<file path="src/rtl/pe_pkg.sv">
// rtl/pe_pkg.sv - shared types, command words and layout helpers for the PE engine
//   pe_state_e      : host sequencer states
//   CMD_START/CLEAR : command words written to the BRAM command slot
//   half_words()    : matrix words in the BRAM image (N*N/2, two elements per word)
//   load_words()    : total words loaded by the host (matrix + vector)
package pe_pkg;

    typedef enum logic [2:0] {
        ST_IDLE,
        ST_LOAD,
        ST_CMD,
        ST_WAIT,
        ST_CLR,
        ST_READ,
        ST_FIN
    } pe_state_e;

    localparam logic [31:0] CMD_START = 32'h0000_5555;
    localparam logic [31:0] CMD_CLEAR = 32'h0000_0000;

    function automatic int half_words(input int n);
        return (n * n) / 2;
    endfunction

    function automatic int load_words(input int n);
        return half_words(n) + (n / 2);
    endfunction

endpackage

</file>
<file path="src/rtl/pe_host_seq_if.sv">
// rtl/pe_host_seq_if.sv - input stream, result stream and BRAM port of the host sequencer
//   s_valid/s_ready/s_data : packed matrix/vector words into the sequencer
//   m_valid/m_ready/m_data : result words out of the sequencer
//   BRAM_*                 : shared BRAM port (byte addresses, one-cycle read latency)
//   master : sequencer side, slave : environment side
interface pe_host_seq_if;

    logic        s_valid;
    logic        s_ready;
    logic [31:0] s_data;

    logic        m_valid;
    logic        m_ready;
    logic [31:0] m_data;

    logic [31:0] BRAM_ADDR;
    logic        BRAM_EN;
    logic [3:0]  BRAM_WE;
    logic [31:0] BRAM_WRDATA;
    logic [31:0] BRAM_RDDATA;

    modport master (
        input  s_valid, s_data, m_ready, BRAM_RDDATA,
        output s_ready, m_valid, m_data, BRAM_ADDR, BRAM_EN, BRAM_WE, BRAM_WRDATA
    );

    modport slave (
        output s_valid, s_data, m_ready, BRAM_RDDATA,
        input  s_ready, m_valid, m_data, BRAM_ADDR, BRAM_EN, BRAM_WE, BRAM_WRDATA
    );

endinterface

</file>
<file path="src/rtl/pe_res_fifo.sv">
// rtl/pe_res_fifo.sv - 2-entry 32-bit result FIFO
//   aclk, aresetn         : clock, asynchronous active-low reset
//   push, push_data       : write side (push accepted when not full, or when popping)
//   pop, pop_data         : read side (pop_data is the head, valid while !empty)
//   full, empty, count    : occupancy status
module pe_res_fifo (
    input  logic        aclk,
    input  logic        aresetn,
    input  logic        push,
    input  logic [31:0] push_data,
    input  logic        pop,
    output logic [31:0] pop_data,
    output logic        full,
    output logic        empty,
    output logic [1:0]  count
);

    logic [31:0] mem [2];
    logic        wr_ptr;
    logic        rd_ptr;
    logic        do_push;
    logic        do_pop;

    assign empty    = (count == 2'd0);
    assign full     = (count == 2'd2);
    assign do_pop   = pop && !empty;
    assign do_push  = push && (!full || do_pop);
    assign pop_data = mem[rd_ptr];

    always_ff @(posedge aclk or negedge aresetn) begin
        if (!aresetn) begin
            mem[0] <= '0;
            mem[1] <= '0;
            wr_ptr <= 1'b0;
            rd_ptr <= 1'b0;
            count  <= 2'd0;
        end else begin
            if (do_push) begin
                mem[wr_ptr] <= push_data;
                wr_ptr      <= ~wr_ptr;
            end
            if (do_pop) begin
                rd_ptr <= ~rd_ptr;
            end
            case ({do_push, do_pop})
                2'b10:   count <= count + 2'd1;
                2'b01:   count <= count - 2'd1;
                default: count <= count;
            endcase
        end
    end

endmodule

</file>
<file path="src/rtl/pe_host_seq.sv">
// rtl/pe_host_seq.sv - host sequencer: load BRAM image, start PE, stream results back
//   aclk, aresetn : clock, asynchronous active-low reset
//   bus           : input stream, result stream and BRAM port (pe_host_seq_if.master)
//   go            : one-cycle start pulse, honoured only in IDLE
//   pe_done       : one-cycle completion pulse from the PE controller, honoured only in WAIT
//   busy          : high in every state except IDLE
//   xfer_done     : one-cycle pulse after the last result handshake
module pe_host_seq
    import pe_pkg::*;
#(
    parameter int VECTOR_SIZE = 64,
    parameter int ADDR_W      = 13,
    parameter int CMD_ADDR    = 4095,
    parameter int RES_BASE    = 0
) (
    input  logic         aclk,
    input  logic         aresetn,
    pe_host_seq_if.master bus,
    input  logic         go,
    input  logic         pe_done,
    output logic         busy,
    output logic         xfer_done
);

    localparam int                CNT_W   = $clog2(VECTOR_SIZE) + 1;
    localparam logic [ADDR_W-1:0] LAST_WR = ADDR_W'(load_words(VECTOR_SIZE) - 1);
    localparam logic [ADDR_W-1:0] CMD_WA  = ADDR_W'(CMD_ADDR);
    localparam logic [ADDR_W-1:0] RES_WA  = ADDR_W'(RES_BASE);
    localparam logic [CNT_W-1:0]  RD_LAST = CNT_W'(VECTOR_SIZE);

    pe_state_e         state;
    logic [ADDR_W-1:0] wr_cnt;
    logic [CNT_W-1:0]  rd_cnt;
    logic              inflight;
    logic              s_ready_q;
    logic              busy_q;
    logic              xfer_q;

    logic              wr_hs;
    logic              rd_issue;
    logic              read_last;
    logic              fifo_pop;
    logic              fifo_full;
    logic              fifo_empty;
    logic [1:0]        fifo_count;
    logic [31:0]       fifo_data;
    logic [2:0]        pending;
    logic [2:0]        limit;

    logic [ADDR_W-1:0] word_addr;
    logic              bram_en;
    logic [3:0]        bram_we;
    logic [31:0]       bram_wrdata;

    assign wr_hs    = (state == ST_LOAD) && bus.s_valid && s_ready_q;
    assign fifo_pop = bus.m_ready && !fifo_empty;

    // A result leaving the FIFO this cycle frees its slot for a read issued now;
    // without that credit the FIFO could never sustain one result per cycle.
    assign pending  = {1'b0, fifo_count} + {2'b0, inflight};
    assign limit    = 3'd2 + {2'b0, fifo_pop};
    assign rd_issue = (state == ST_READ) && (rd_cnt != RD_LAST) &&
                      (!fifo_full || fifo_pop) && (pending < limit);

    // Leave READ on the same edge as the final handshake so xfer_done follows it directly.
    assign read_last = (rd_cnt == RD_LAST) && !inflight &&
                       (fifo_empty || ((fifo_count == 2'd1) && fifo_pop));

    always_ff @(posedge aclk or negedge aresetn) begin
        if (!aresetn) begin
            state     <= ST_IDLE;
            wr_cnt    <= '0;
            rd_cnt    <= '0;
            inflight  <= 1'b0;
            s_ready_q <= 1'b0;
            busy_q    <= 1'b0;
            xfer_q    <= 1'b0;
        end else begin
            inflight <= rd_issue;
            case (state)
                ST_IDLE: begin
                    if (go) begin
                        wr_cnt    <= '0;
                        s_ready_q <= 1'b1;
                        busy_q    <= 1'b1;
                        state     <= ST_LOAD;
                    end
                end
                ST_LOAD: begin
                    if (wr_hs) begin
                        wr_cnt <= wr_cnt + 1'b1;
                        if (wr_cnt == LAST_WR) begin
                            s_ready_q <= 1'b0;
                            state     <= ST_CMD;
                        end
                    end
                end
                ST_CMD:  state <= ST_WAIT;
                ST_WAIT: begin
                    if (pe_done) begin
                        state <= ST_CLR;
                    end
                end
                ST_CLR: begin
                    rd_cnt <= '0;
                    state  <= ST_READ;
                end
                ST_READ: begin
                    if (rd_issue) begin
                        rd_cnt <= rd_cnt + 1'b1;
                    end
                    if (read_last) begin
                        xfer_q <= 1'b1;
                        state  <= ST_FIN;
                    end
                end
                ST_FIN: begin
                    xfer_q <= 1'b0;
                    busy_q <= 1'b0;
                    state  <= ST_IDLE;
                end
                default: state <= ST_IDLE;
            endcase
        end
    end

    // BRAM port is decoded from state so an asynchronous reset silences it at once.
    always_comb begin
        word_addr   = '0;
        bram_en     = 1'b0;
        bram_we     = 4'h0;
        bram_wrdata = '0;
        case (state)
            ST_LOAD: begin
                if (wr_hs) begin
                    word_addr   = wr_cnt;
                    bram_en     = 1'b1;
                    bram_we     = 4'hF;
                    bram_wrdata = bus.s_data;
                end
            end
            ST_CMD: begin
                word_addr   = CMD_WA;
                bram_en     = 1'b1;
                bram_we     = 4'hF;
                bram_wrdata = CMD_START;
            end
            ST_CLR: begin
                word_addr   = CMD_WA;
                bram_en     = 1'b1;
                bram_we     = 4'hF;
                bram_wrdata = CMD_CLEAR;
            end
            ST_READ: begin
                if (rd_issue) begin
                    word_addr = RES_WA + ADDR_W'(rd_cnt);
                    bram_en   = 1'b1;
                end
            end
            default: begin
                bram_en = 1'b0;
            end
        endcase
    end

    pe_res_fifo u_res_fifo (
        .aclk      (aclk),
        .aresetn   (aresetn),
        .push      (inflight),
        .push_data (bus.BRAM_RDDATA),
        .pop       (fifo_pop),
        .pop_data  (fifo_data),
        .full      (fifo_full),
        .empty     (fifo_empty),
        .count     (fifo_count)
    );

    assign bus.s_ready     = s_ready_q;
    assign bus.m_valid     = !fifo_empty;
    assign bus.m_data      = fifo_data;
    assign bus.BRAM_ADDR   = {{(30 - ADDR_W){1'b0}}, word_addr, 2'b00};
    assign bus.BRAM_EN     = bram_en;
    assign bus.BRAM_WE     = bram_we;
    assign bus.BRAM_WRDATA = bram_wrdata;
    assign busy            = busy_q;
    assign xfer_done       = xfer_q;

endmodule

</file>
<file path="src/flat_wrapper.sv">
// flat-port wrapper written by rule: the top's interface ports become plain ports
module pe_host_seq_flat import pe_pkg::*;
#(
    parameter int VECTOR_SIZE = 64,
    parameter int ADDR_W      = 13,
    parameter int CMD_ADDR    = 4095,
    parameter int RES_BASE    = 0
)
  (aclk, aresetn, go, pe_done, busy, xfer_done, bus_s_valid, bus_s_data, bus_m_ready, bus_BRAM_RDDATA, bus_s_ready, bus_m_valid, bus_m_data, bus_BRAM_ADDR, bus_BRAM_EN, bus_BRAM_WE, bus_BRAM_WRDATA);
  pe_host_seq_if bus_i ();
  input  logic aclk;
  input  logic aresetn;
  input  logic go;
  input  logic pe_done;
  output logic busy;
  output logic xfer_done;
  input wire logic [$bits(bus_i.s_valid)-1:0] bus_s_valid;
  input wire logic [$bits(bus_i.s_data)-1:0] bus_s_data;
  input wire logic [$bits(bus_i.m_ready)-1:0] bus_m_ready;
  input wire logic [$bits(bus_i.BRAM_RDDATA)-1:0] bus_BRAM_RDDATA;
  output wire logic [$bits(bus_i.s_ready)-1:0] bus_s_ready;
  output wire logic [$bits(bus_i.m_valid)-1:0] bus_m_valid;
  output wire logic [$bits(bus_i.m_data)-1:0] bus_m_data;
  output wire logic [$bits(bus_i.BRAM_ADDR)-1:0] bus_BRAM_ADDR;
  output wire logic [$bits(bus_i.BRAM_EN)-1:0] bus_BRAM_EN;
  output wire logic [$bits(bus_i.BRAM_WE)-1:0] bus_BRAM_WE;
  output wire logic [$bits(bus_i.BRAM_WRDATA)-1:0] bus_BRAM_WRDATA;
  assign bus_i.s_valid = bus_s_valid;
  assign bus_i.s_data = bus_s_data;
  assign bus_i.m_ready = bus_m_ready;
  assign bus_i.BRAM_RDDATA = bus_BRAM_RDDATA;
  assign bus_s_ready = bus_i.s_ready;
  assign bus_m_valid = bus_i.m_valid;
  assign bus_m_data = bus_i.m_data;
  assign bus_BRAM_ADDR = bus_i.BRAM_ADDR;
  assign bus_BRAM_EN = bus_i.BRAM_EN;
  assign bus_BRAM_WE = bus_i.BRAM_WE;
  assign bus_BRAM_WRDATA = bus_i.BRAM_WRDATA;
  pe_host_seq #(.VECTOR_SIZE(VECTOR_SIZE), .ADDR_W(ADDR_W), .CMD_ADDR(CMD_ADDR), .RES_BASE(RES_BASE)) u_core (.aclk(aclk), .aresetn(aresetn), .bus(bus_i), .go(go), .pe_done(pe_done), .busy(busy), .xfer_done(xfer_done));
endmodule
</file>
<file path="config.mk">
export PLATFORM = sky130hd
export DESIGN_NAME = pe_host_seq_flat
export DESIGN_NICKNAME = d
export VERILOG_FILES = /design/src/rtl/pe_pkg.sv /design/src/rtl/pe_host_seq_if.sv /design/src/rtl/pe_res_fifo.sv /design/src/rtl/pe_host_seq.sv /design/src/flat_wrapper.sv
export SDC_FILE = /design/constraint.sdc
export NUM_CORES = 1
export LEC_CHECK = 0
export CAP_MARGIN = 20
export CORE_ASPECT_RATIO = 1.25
export CORE_UTILIZATION = 46
export CTS_CLUSTER_SIZE = 10
export DETAILED_ROUTE_END_ITERATION = 8
export HOLD_SLACK_MARGIN = 0.15
export PLACE_DENSITY = 0.78
export SLEW_MARGIN = 20
export SYNTH_ARGS = -nofsm -noshare
export SYNTH_HDL_FRONTEND = slang
export SYNTH_SLANG_ARGS = --single-unit
</file>
<file path="constraint.sdc">
create_clock -name aclk -period 2.4 [get_ports aclk]
set_input_delay 0.24 -clock aclk [delete_from_list [all_inputs] [get_ports aclk]]
set_output_delay 0.24 -clock aclk [all_outputs]
set_load 0.05 [all_outputs]
</file>
==> summary.md, run 1 <==
| Metric | Value |
|---|---|
| FILL cells | 671 |
| Vias in the first global route | 4,313 |
| DP Wirelength | 9.02 mm |
| Relative slew slack | 0.502 |
| Initial antenna violation count | 0 |
| Async set-reset flop share out of synthesis | 1.00 |
| Post-layout min period | 2440 ps |
| Worst setup SP type | register |
| Final hold viol count | 0 |
| Fmax | 0.411 GHz |
| Share of layout cells above drive strength 1 | 0.394 |
| Max Cap Viol | 0 |
| Total Nets Final | 690 |
| Via/cell ratio | 5.46 |
| Clk_lat worst skew | 330 ps |
| Register Area | 0.00238 sq mm |
| Clock root buffer | clkbuf_16 |
| Post-Syn Instances | 441 |
| Met2 usage | 0.394 |
| Worst-path clk slew | 60 ps |
| Distinct cells, synth | 42 |
| First-pass GRT wire length | 20.1 mm |
| Synthesis warning total | 0 |
| Critical Path End Type | output pin |
| H-tree levels | 3 |
| I/O pin total | 175 |
| Tcrit/Tclk final | 1.01 |
| Arrival time worst endpoint | 2200 ps |
| DRC violations left | 0 |
| Setup ws final | -35.5 ps |
| Antenna diodes | 0 |
| Met3 Use GR | 0.0696 |
| Worst EP required | 2160 ps |
| R2R setup slack | 320 ps |
| Worst reg2reg startpoint | u_core.state[1] |
| Synthesized area per cell | 11.5 sq um |
| IO buf count | 155 |
| CTS Buffer Depth | 2 |
| Max VDD drop | 0.000363 V |
| RSZ-0062 raised after global routing | true |
| CTS tree | built |
| Top_reg_cell synth | dfrtp_1 |
| Yosys reg bits | 95 |
| DR iter-0 viols | 190 |
| Overflow after GRT | 0 |
| Worst Tran Pin Value | 748 ps |
| Cell Area, Synth | 0.00506 sq mm |
| GR Util All Layers | 0.226 |
| Die Y | 119 um |
| Static Leakage | 3.90 nW |
| Routed Antenna Nets | 0 |
| Die width | 95.8 um |
| Total CTS buffers | 9 |
| Routed via count | 4,086 |
| Worst-path maximum fanout | 5 |
| R2r worst-path depth | 4 |
| Critical path class | register to output pin |
| Clock Skew | 4.62 ps |
| Failing checks | setup timing |
| Clock sink total | 95 |
| Pwr Density | 604 mW/mm^2 |
| Die area | 0.0114 sq mm |
| Setup tns final | -128 ps |
| Floorplan row count | 42 |
| Grt met1 use | 0.258 |
| Initial cell density of the core | 0.474 |
| Area grow syn2layout | 54.1% |
| Dpl ws | 163 ps |
| Avg WL per Cell | 16.6 um |
| Crit. Startpoint | u_core.rd_cnt[0] |
| Largest net degree at the start of global routing | 59 |
| Final setup vio count | 7 |
| Multi-input gate area | 0.00250 sq mm |
| GPL Wtd Cong | 0.848 |
| Outcome | finished with violations |
| GR peak layer | met2 |
| Number of flops mapped to enable cells by yosys | 0 |
| Seq/Total Area, Yosys | 0.470 |
| Slew Viols, Final | 0 |
| Core area | 0.0107 sq mm |
| HP Class | primary input to async pin |
| First-pass iteration count of the detailed router | 4 |
| Final wirelength | 12.4 mm |
[metrics by stage]
stage               instances  hold WS [ps]  total power, mW  cell area [sq um]  utilization
finish                    748           502             4.71               7800        0.731
global route              748           513             4.94               7800        0.731
detailed placement        719           356             3.24               7320        0.686
floorplan                 459         -55.6             2.65               5130            -
global placement          719           343             3.22               7320        0.686
CTS                       744           504             4.73               7750        0.726
[worst max-delay path, stage by stage, from the launching register on]
cell,delay (ps)
dfrtp_1,370
inv_1,70
ha_2,160
nor4bb_4,270
a2111oi_4,130
o21a_2,180
buf_12,140
a221o_1,350
buf_12,170
[report_power, final]
part / leakage [nW] / total, mW / switching (mW) / internal [mW]
Clock: 0.146 / 1.42 / 0.583 / 0.836
Sequential: 1.26 / 1.79 / 0.112 / 1.68
Combinational: 2.49 / 1.50 / 0.806 / 0.696
Total: 3.90 / 4.71 / 1.50 / 3.21
[worst paths after layout]
check,to
min reg2reg,u_core.u_res_fifo.mem[0]
max in group asynchronous,u_core.u_res_fifo.mem[21]
max,bus_BRAM_ADDR[8]
min in group aclk,u_core.u_res_fifo.mem[0]
min,u_core.u_res_fifo.mem[48]
max reg2reg,u_core.wr_cnt[7]
[layout make-up]
class,instances,area share
clock buffers,11,0.0311
clock inverters,5,0.00722
inverters,11,0.00529
multi-input cells,306,0.320
flip-flops and latches,95,0.305
well taps,132,0.0212
repair buffers,188,0.310
[cell usage after synthesis (2+ instances only)]
master | count | share of area
a21o_1 | 13 | 0.019
a21oi_1 | 13 | 0.013
a221o_1 | 7 | 0.014
a31oi_1 | 2 | 0.0025
and2_1 | 2 | 0.0025
and3_1 | 32 | 0.040
buf_2 | 5 | 0.0049
buf_4 | 22 | 0.033
clkbuf_1 | 20 | 0.015
dfrtp_1 | 95 | 0.47
ha_1 | 9 | 0.022
inv_1 | 11 | 0.0082
mux2_2 | 96 | 0.21
mux2i_1 | 8 | 0.016
nand2_1 | 19 | 0.014
nand2b_1 | 6 | 0.0074
nand3_1 | 7 | 0.0069
nand4_1 | 5 | 0.0062
nor2_1 | 12 | 0.0089
nor4_1 | 3 | 0.0037
o211ai_1 | 7 | 0.010
o21ai_0 | 13 | 0.013
or2_2 | 2 | 0.0025
or3_1 | 5 | 0.0062
or4_1 | 3 | 0.0044
xnor2_1 | 7 | 0.012
xor2_1 | 2 | 0.0035
[flip-flops by register name, indices dropped and copies added, names as in the netlist, 2 cells and up]
name                     count
u_core.wr_cnt               13
u_core.u_res_fifo.count      2
u_core.rd_cnt                7
u_core.state                 3
u_core.u_res_fifo.mem       64
[logic make-up (layout without fill, tap and decap cells)]
| family | count (synthesis) | after routing | share of synthesized area |
|---|---|---|---|
| flip-flops | 95 | 95 | 0.470 |
| AND/OR/NAND/NOR | 105 | 105 | 0.118 |
| adder cells (fa/ha/maj) | 9 | 9 | 0.0223 |
| buffers and inverters | 58 | 215 | 0.0606 |
| other | 1 | 19 | 0.000741 |
| XOR/XNOR | 9 | 9 | 0.0156 |
| multiplexers | 104 | 104 | 0.229 |
| AO/OA/AOI/OAI | 60 | 60 | 0.0836 |
[per-layer routing]
layer,vias up,share of wire,wire [um]
met3,19,0.098,1210
met2,203,0.51,6360
met4,0,0.014,175
met5,-,0,0
li1,1882,-,-
met1,1982,0.38,4660
[cell usage in the layout, fill, tap and decap left out, types with 2 or more instances in the layout]
cell type / synthesis / layout
and2_1: 2 / 2
or4_1: 3 / 3
nand3_1: 7 / 7
nand2b_1: 6 / 5
clkinv_2: 0 / 2
o211ai_1: 7 / 7
a31oi_1: 2 / 2
a221o_1: 7 / 7
a21oi_1: 13 / 13
a21o_1: 13 / 13
or3_1: 5 / 5
nor2_1: 12 / 11
ha_2: 0 / 3
ha_1: 9 / 5
dfrtp_1: 95 / 94
inv_1: 11 / 10
nand2_1: 19 / 19
conb_1: 1 / 19
nand4_1: 5 / 5
mux2i_1: 8 / 8
buf_4: 22 / 49
clkbuf_16: 0 / 10
clkdlybuf4s50_1: 0 / 72
nor4_1: 3 / 3
and3_1: 32 / 32
xor2_1: 2 / 2
buf_12: 0 / 64
xnor2_1: 7 / 7
mux2_2: 96 / 96
o21ai_0: 13 / 13
[repair_timing]
| item | CTS | global route |
|---|---|---|
| pin swaps | 8 | 6 |
| resized for setup | 10 | 5 |
| setup endpoints to repair | 8 | 12 |
| buffers inserted | 8 | 4 |
| hold buffers | 1 | 0 |
| gates cloned | 1 | 0 |
| hold endpoints to repair | 57 | 0 |
Power figures use the tool's default switching activity.
==> run 2, diff against run 1 <==
--- a/config.mk
+++ b/config.mk
@@ -10,8 +10,10 @@
 export CORE_UTILIZATION = 46
 export CTS_CLUSTER_SIZE = 10
 export DETAILED_ROUTE_END_ITERATION = 8
+export GPL_TIMING_DRIVEN = 1
 export HOLD_SLACK_MARGIN = 0.15
 export PLACE_DENSITY = 0.78
+export REMOVE_ABC_BUFFERS = 1
 export SLEW_MARGIN = 20
 export SYNTH_ARGS = -nofsm -noshare
 export SYNTH_HDL_FRONTEND = slang
==> summary.md, run 2 (synthesized netlist as in run 1, its figures left out) <==
| Metric | Value |
|---|---|
| Outcome | finished with violations |
| Failing checks | setup timing |
| DR iter-0 viols | 167 (-12%) |
| Final wirelength | 12.9 mm (+3.6%) |
| H-tree levels | 3 (unchanged) |
| Die Y | 119 um (unchanged) |
| Antenna diodes | 0 (unchanged) |
| Worst Tran Pin Value | 588 ps (-160 ps) |
| I/O pin total | 175 (unchanged) |
| Slew Viols, Final | 0 (unchanged) |
| Routed Antenna Nets | 0 (unchanged) |
| Initial antenna violation count | 0 (unchanged) |
| DP Wirelength | 9.33 mm (+3.4%) |
| CTS tree | built |
| RSZ-0062 raised after global routing | true |
| Clk_lat worst skew | 340 ps (about the same) |
| Total CTS buffers | 9 (unchanged) |
| Worst-path maximum fanout | 5 (unchanged) |
| Commonest cells after routing, fill and taps aside | mux2_2 (96), dfrtp_1 (93), clkdlybuf4s50_1 (72) |
| Share of layout cells above drive strength 1 | 0.390 (-0.00496) |
| CP max stage cell | dfrtp_1 |
| Critical path class | register to output pin |
| Dpl ws | 146 ps (-16.6 ps) |
| Sequence of cells on the critical path | ha_2 -> ha_2 -> a21oi_1 -> o21a_2 -> buf_12 -> a221o_1 -> buf_12 |
| GPL Wtd Cong | 0.814 (-4.0%) |
| Clock Skew | 6.09 ps (+1.47 ps) |
| Multi-input gate area | 0.00249 sq mm (-0.30%) |
| Total Nets Final | 685 (-0.72%) |
| Static Leakage | 3.88 nW (-0.43%) |
| Floorplan row count | 42 (unchanged) |
| Post-Layout Cell Count | 743 (-0.67%) |
| Routed via count | 4,060 (-0.64%) |
| DRC violations left | 0 (unchanged) |
| Die width | 95.8 um (unchanged) |
| Max reg flops | 64 (unchanged) |
| FF-to-FF End | u_core.u_res_fifo.mem[33] |
| Largest net degree at the start of global routing | 60 (+1.7%) |
| R2r worst-path depth | 8 (+4) |
| Final setup vio count | 7 (unchanged) |
| First-pass iteration count of the detailed router | 5 (+1) |
| HP Class | primary input to async pin |
| Area grow syn2layout | 53.5% |
| Vias in the first global route | 4,180 (-3.1%) |
| Max VDD drop | 0.000450 V (+24%) |
| Avg WL per Cell | 17.3 um (+4.3%) |
| Die area | 0.0114 sq mm (unchanged) |
| Clock root buffer | clkbuf_16 |
| Critical Path End Type | output pin |
| Arrival time worst endpoint | 2240 ps (+40 ps) |
| Top delay family on crit path | compound AO/OA/AOI/OAI gates |
| Fmax | 0.403 GHz (-1.8%) |
| Final hold viol count | 0 (unchanged) |
| Initial cell density of the core | 0.474 (unchanged) |
| Worst-path clk slew | 70 ps (about the same) |
| Worst reg2reg startpoint | u_core.u_res_fifo.count[0] |
| Commonest non-fill, non-tap cell in the layout | mux2_2 |
| GR Util All Layers | 0.226 (about the same) |
| Overflow after GRT | 0 (unchanged) |
| Worst EP required | 2160 ps (about the same) |
| Post-layout min period | 2480 ps (+44.6 ps) |
| Worst setup SP type | register |
| Setup ws final | -80.1 ps (-44.6 ps) |
| Via/cell ratio | 5.46 (about the same) |
| Relative slew slack | 0.604 (+0.102) |
| First-pass GRT wire length | 19.7 mm (-1.8%) |
| CTS Buffer Depth | 2 (unchanged) |
| Clock sink total | 95 (unchanged) |
| Tcrit/Tclk final | 1.03 (+0.0186) |
| Pwr Density | 609 mW/mm^2 (+0.80%) |
| IO buf count | 155 (unchanged) |
| FILL cells | 720 (+7.3%) |
| Post-Place Cells | 717 (-0.28%) |
| Biggest registers after layout | u_core.u_res_fifo.mem: 64 flops, u_core.wr_cnt: 13 flops, u_core.rd_cnt: 7 flops |
| Delay of the slowest critical-path stage | 430 ps (+60 ps) |
| Register Area | 0.00238 sq mm (about the same) |
| Most flops, register | u_core.u_res_fifo.mem |
| R2R setup slack | 300 ps (-20 ps) |
| Max Cap Viol | 0 (unchanged) |
| Core area | 0.0107 sq mm (unchanged) |
| CP Buf/Inv Count | 2 (-1) |
## run 2: where the power goes
part	switching, mW	total, mW	internal, mW
Combinational	0.769	1.45	0.678
Sequential	0.146	1.83	1.68
Clock	0.616	1.46	0.844
Total	1.53	4.73	3.20
## run 2: final cells by class
class                           instances  share of cell area
Sequential cell                        95               0.306
Tap cell                              132              0.0213
Clock buffer                           10              0.0308
Inverter                               11             0.00531
Timing Repair Buffer                  183               0.307
Multi-Input combinational cell        306               0.321
Clock inverter                          6             0.00853
## run 2: what timing repair did
item,4_1_cts,5_1_grt
pin swaps,3,7
hold buffers,1,0
buffers inserted,2,7
cloned,0,1
endpoints found under the setup margin,8,20
endpoints found under the hold margin,36,0
gates resized for setup,1,9
## run 2: how the worst max path moves through the flow
stage | startpoint | to | slack (ps) | depth (start not counted)
floorplan | u_core.state[2] | bus_BRAM_EN | -880 | 4
global placement | u_core.rd_cnt[1] | bus_BRAM_ADDR[2] | 220 | 9
detailed placement | u_core.rd_cnt[1] | bus_BRAM_ADDR[5] | 150 | 9
CTS | u_core.rd_cnt[0] | bus_BRAM_ADDR[2] | -130 | 9
global route | u_core.rd_cnt[0] | bus_BRAM_ADDR[2] | -180 | 8
finish | u_core.u_res_fifo.count[0] | bus_BRAM_ADDR[8] | -80 | 7
## run 2: through the flow
step	instance area (sq um)	TNS [ps]	utilization	hold WS, ps	total power [mW]
after floorplan	4860	-47680	-	-55.6	2.60
after global placement	7330	0	0.687	229	3.24
after detailed placement	7330	0	0.687	241	3.27
after CTS	7670	-786	0.719	417	4.75
after global routing	7770	-1270	0.728	471	4.94
final	7770	-475	0.728	408	4.73
## run 2: metal layers
| layer | wire length, um | global-route usage | vias to the layer above | share of wire |
|---|---|---|---|---|
| met4 | 178 | 0.0830 | 0 | 0.014 |
| met5 | 0 | 0 | - | 0 |
| met2 | 6880 | 0.411 | 175 | 0.53 |
| met1 | 4800 | 0.243 | 1978 | 0.37 |
| li1 | - | - | 1893 | - |
| met3 | 1000 | 0.0600 | 14 | 0.078 |
==> run 3, diff against run 2 <==
--- a/config.mk
+++ b/config.mk
@@ -12,7 +12,7 @@
 export DETAILED_ROUTE_END_ITERATION = 8
 export GPL_TIMING_DRIVEN = 1
 export HOLD_SLACK_MARGIN = 0.15
-export PLACE_DENSITY = 0.78
+export PLACE_DENSITY = 0.81
 export REMOVE_ABC_BUFFERS = 1
 export SLEW_MARGIN = 20
 export SYNTH_ARGS = -nofsm -noshare
==> summary.md, run 3 (synthesized netlist as in run 1, its figures left out) <==
| Metric | Value |
|---|---|
| Total Nets Final | 689 (+0.58%) |
| Antenna diodes | 0 (unchanged) |
| Routed via count | 4,129 (+1.7%) |
| Commonest non-fill, non-tap cell in the layout | mux2_2 |
| CTS Buffer Depth | 2 (unchanged) |
| Final setup vio count | 6 (-1) |
| Fin area | 0.00815 sq mm (+4.9%) |
| Max VDD drop | 0.000384 V (-15%) |
| Arrival time worst endpoint | 2200 ps (-40 ps) |
| Static Leakage | 3.97 nW (+2.3%) |
| Sequence of cells on the critical path | ha_2 -> ha_4 -> a21oi_2 -> o21a_4 -> buf_12 -> a221o_1 -> buf_12 |
| Placed cell areas | 0.00763 sq mm (+4.0%) |
| Final Util | 0.764 (+0.0359) |
| Slew Viols, Final | 0 (unchanged) |
| R2r worst-path depth | 4 (-4) |
| Outcome | finished with violations |
| Die width | 95.8 um (unchanged) |
| Worst setup SP type | register |
| DRC violations left | 0 (unchanged) |
| Relative slew slack | 0.620 (+0.0161) |
| Post-Layout Cell Count | 747 (+0.54%) |
| Avg WL per Cell | 18.3 um (+5.6%) |
| Fmax | 0.410 GHz (+1.8%) |
| Share of layout cells above drive strength 1 | 0.405 (+0.0154) |
| Largest net degree at the start of global routing | 82 (+37%) |
| Delay of the slowest critical-path stage | 420 ps (about the same) |
| Biggest registers after layout | u_core.u_res_fifo.mem: 64 flops, u_core.wr_cnt: 13 flops, u_core.rd_cnt: 7 flops |
| Post-Place Cells | 718 (+0.14%) |
| Overflow after GRT | 0 (unchanged) |
| Core area | 0.0107 sq mm (unchanged) |
| Worst Tran Pin Value | 564 ps (-23.9 ps) |
| Critical Path End Type | output pin |
| Final hold viol count | 0 (unchanged) |
| CP most frequent cell | buf_12 |
| Area grow syn2layout | 61.1% |
| DP Wirelength | 9.65 mm (+3.4%) |
| GPL Wtd Cong | 0.827 (+1.6%) |
| First-pass iteration count of the detailed router | 4 (-1) |
| DR iter-0 viols | 129 (-23%) |
| Setup ws final | -36.1 ps (+44.0 ps) |
| Worst-path maximum fanout | 6 (+1) |
| CP max stage cell | dfrtp_1 |
| Worst EP required | 2160 ps (about the same) |
| Die area | 0.0114 sq mm (unchanged) |
| Floorplan row count | 42 (unchanged) |
| Clk_lat worst skew | 340 ps (about the same) |
| Total CTS buffers | 9 (unchanged) |
| Setup tns final | -79.8 ps (+395 ps) |
| Commonest cells after routing, fill and taps aside | mux2_2 (96), dfrtp_1 (91), buf_12 (88) |
| Vias in the first global route | 4,436 (+6.1%) |
| Pwr Density | 594 mW/mm^2 (-2.4%) |
| IO buf count | 155 (unchanged) |
| CTS tree | built |
| Worst hold slack | 296 ps (-112 ps) |
| Via/cell ratio | 5.53 (+1.2%) |
| First-pass GRT wire length | 21.5 mm (+8.9%) |
| Worst-path clk slew | 70 ps (about the same) |
| Clock root buffer | clkbuf_16 |
| Final wirelength | 13.7 mm (+6.2%) |
| GR Util All Layers | 0.245 (+0.0193) |
| Clock Skew | 8.57 ps (+2.48 ps) |
| H-tree levels | 3 (unchanged) |
| Dpl ws | 168 ps (+21.5 ps) |
| Die Y | 119 um (unchanged) |
| Initial cell density of the core | 0.474 (unchanged) |
| Most flops, register | u_core.u_res_fifo.mem |
| Pwr Total | 4.85 mW (+2.4%) |
| Tcrit/Tclk final | 1.02 (-0.0183) |
| Failing checks | setup timing |
| Max Cap Viol | 0 (unchanged) |
| Clock sink total | 95 (unchanged) |
| I/O pin total | 175 (unchanged) |
| Initial antenna violation count | 0 (unchanged) |
| Routed Antenna Nets | 0 (unchanged) |
| Max reg flops | 64 (unchanged) |
| RSZ-0062 raised after global routing | true |
| Critical path class | register to output pin |
| HP Class | primary input to async pin |
| Post-layout min period | 2440 ps (-44.0 ps) |
## run 3: what timing repair did
item / in CTS / in global routing
gates resized for setup: 16 / 6
setup endpoints to repair: 8 / 8
gates cloned: 1 / 0
pin swaps: 9 / 6
buffers inserted: 6 / 6
hold buffers: 1 / 0
endpoints found under the hold margin: 95 / 0
## run 3: worst paths after layout
path	slack (ps)	endpoint	from
worst max-delay path	-40	bus_BRAM_ADDR[7]	u_core.u_res_fifo.count[0]
max in group asynchronous	1400	u_core.rd_cnt[3]	aresetn
min in group aclk	470	u_core.u_res_fifo.rd_ptr	u_core.u_res_fifo.rd_ptr
worst min register to register	470	u_core.u_res_fifo.rd_ptr	u_core.u_res_fifo.rd_ptr
worst max register to register	280	u_core.wr_cnt[7]	u_core.state[2]
worst min-delay path	300	u_core.u_res_fifo.mem[51]	aresetn
## run 3: power breakdown
group	switching, mW	total, mW	internal [mW]
registers	0.127	1.81	1.68
logic	0.839	1.55	0.709
clock network	0.619	1.49	0.872
## run 3: layout make-up
class / instances / area [sq um]
fill: 661 / 2510
inverter: 11 / 41.3
tap: 132 / 165
clock inverter: 5 / 63.8
sequential: 95 / 2380
multi-input combinational: 306 / 2540
timing repair buffer: 187 / 2710
clock buffer: 11 / 253
## run 3: critical path, delay by kind of cell (launching register included)
family                     cells  cell delay [ps]
AOI/OAI and AO/OA              3              650
adders and majority gates      2              480
buffers and inverters          2              310
DFF                            1              420
## run 3: routing by layer
metal  global-route usage  wire, um
met5                    0         0
met2                0.433      7250
met4                0.115       455
met3               0.0664      1040
met1                0.264      4910
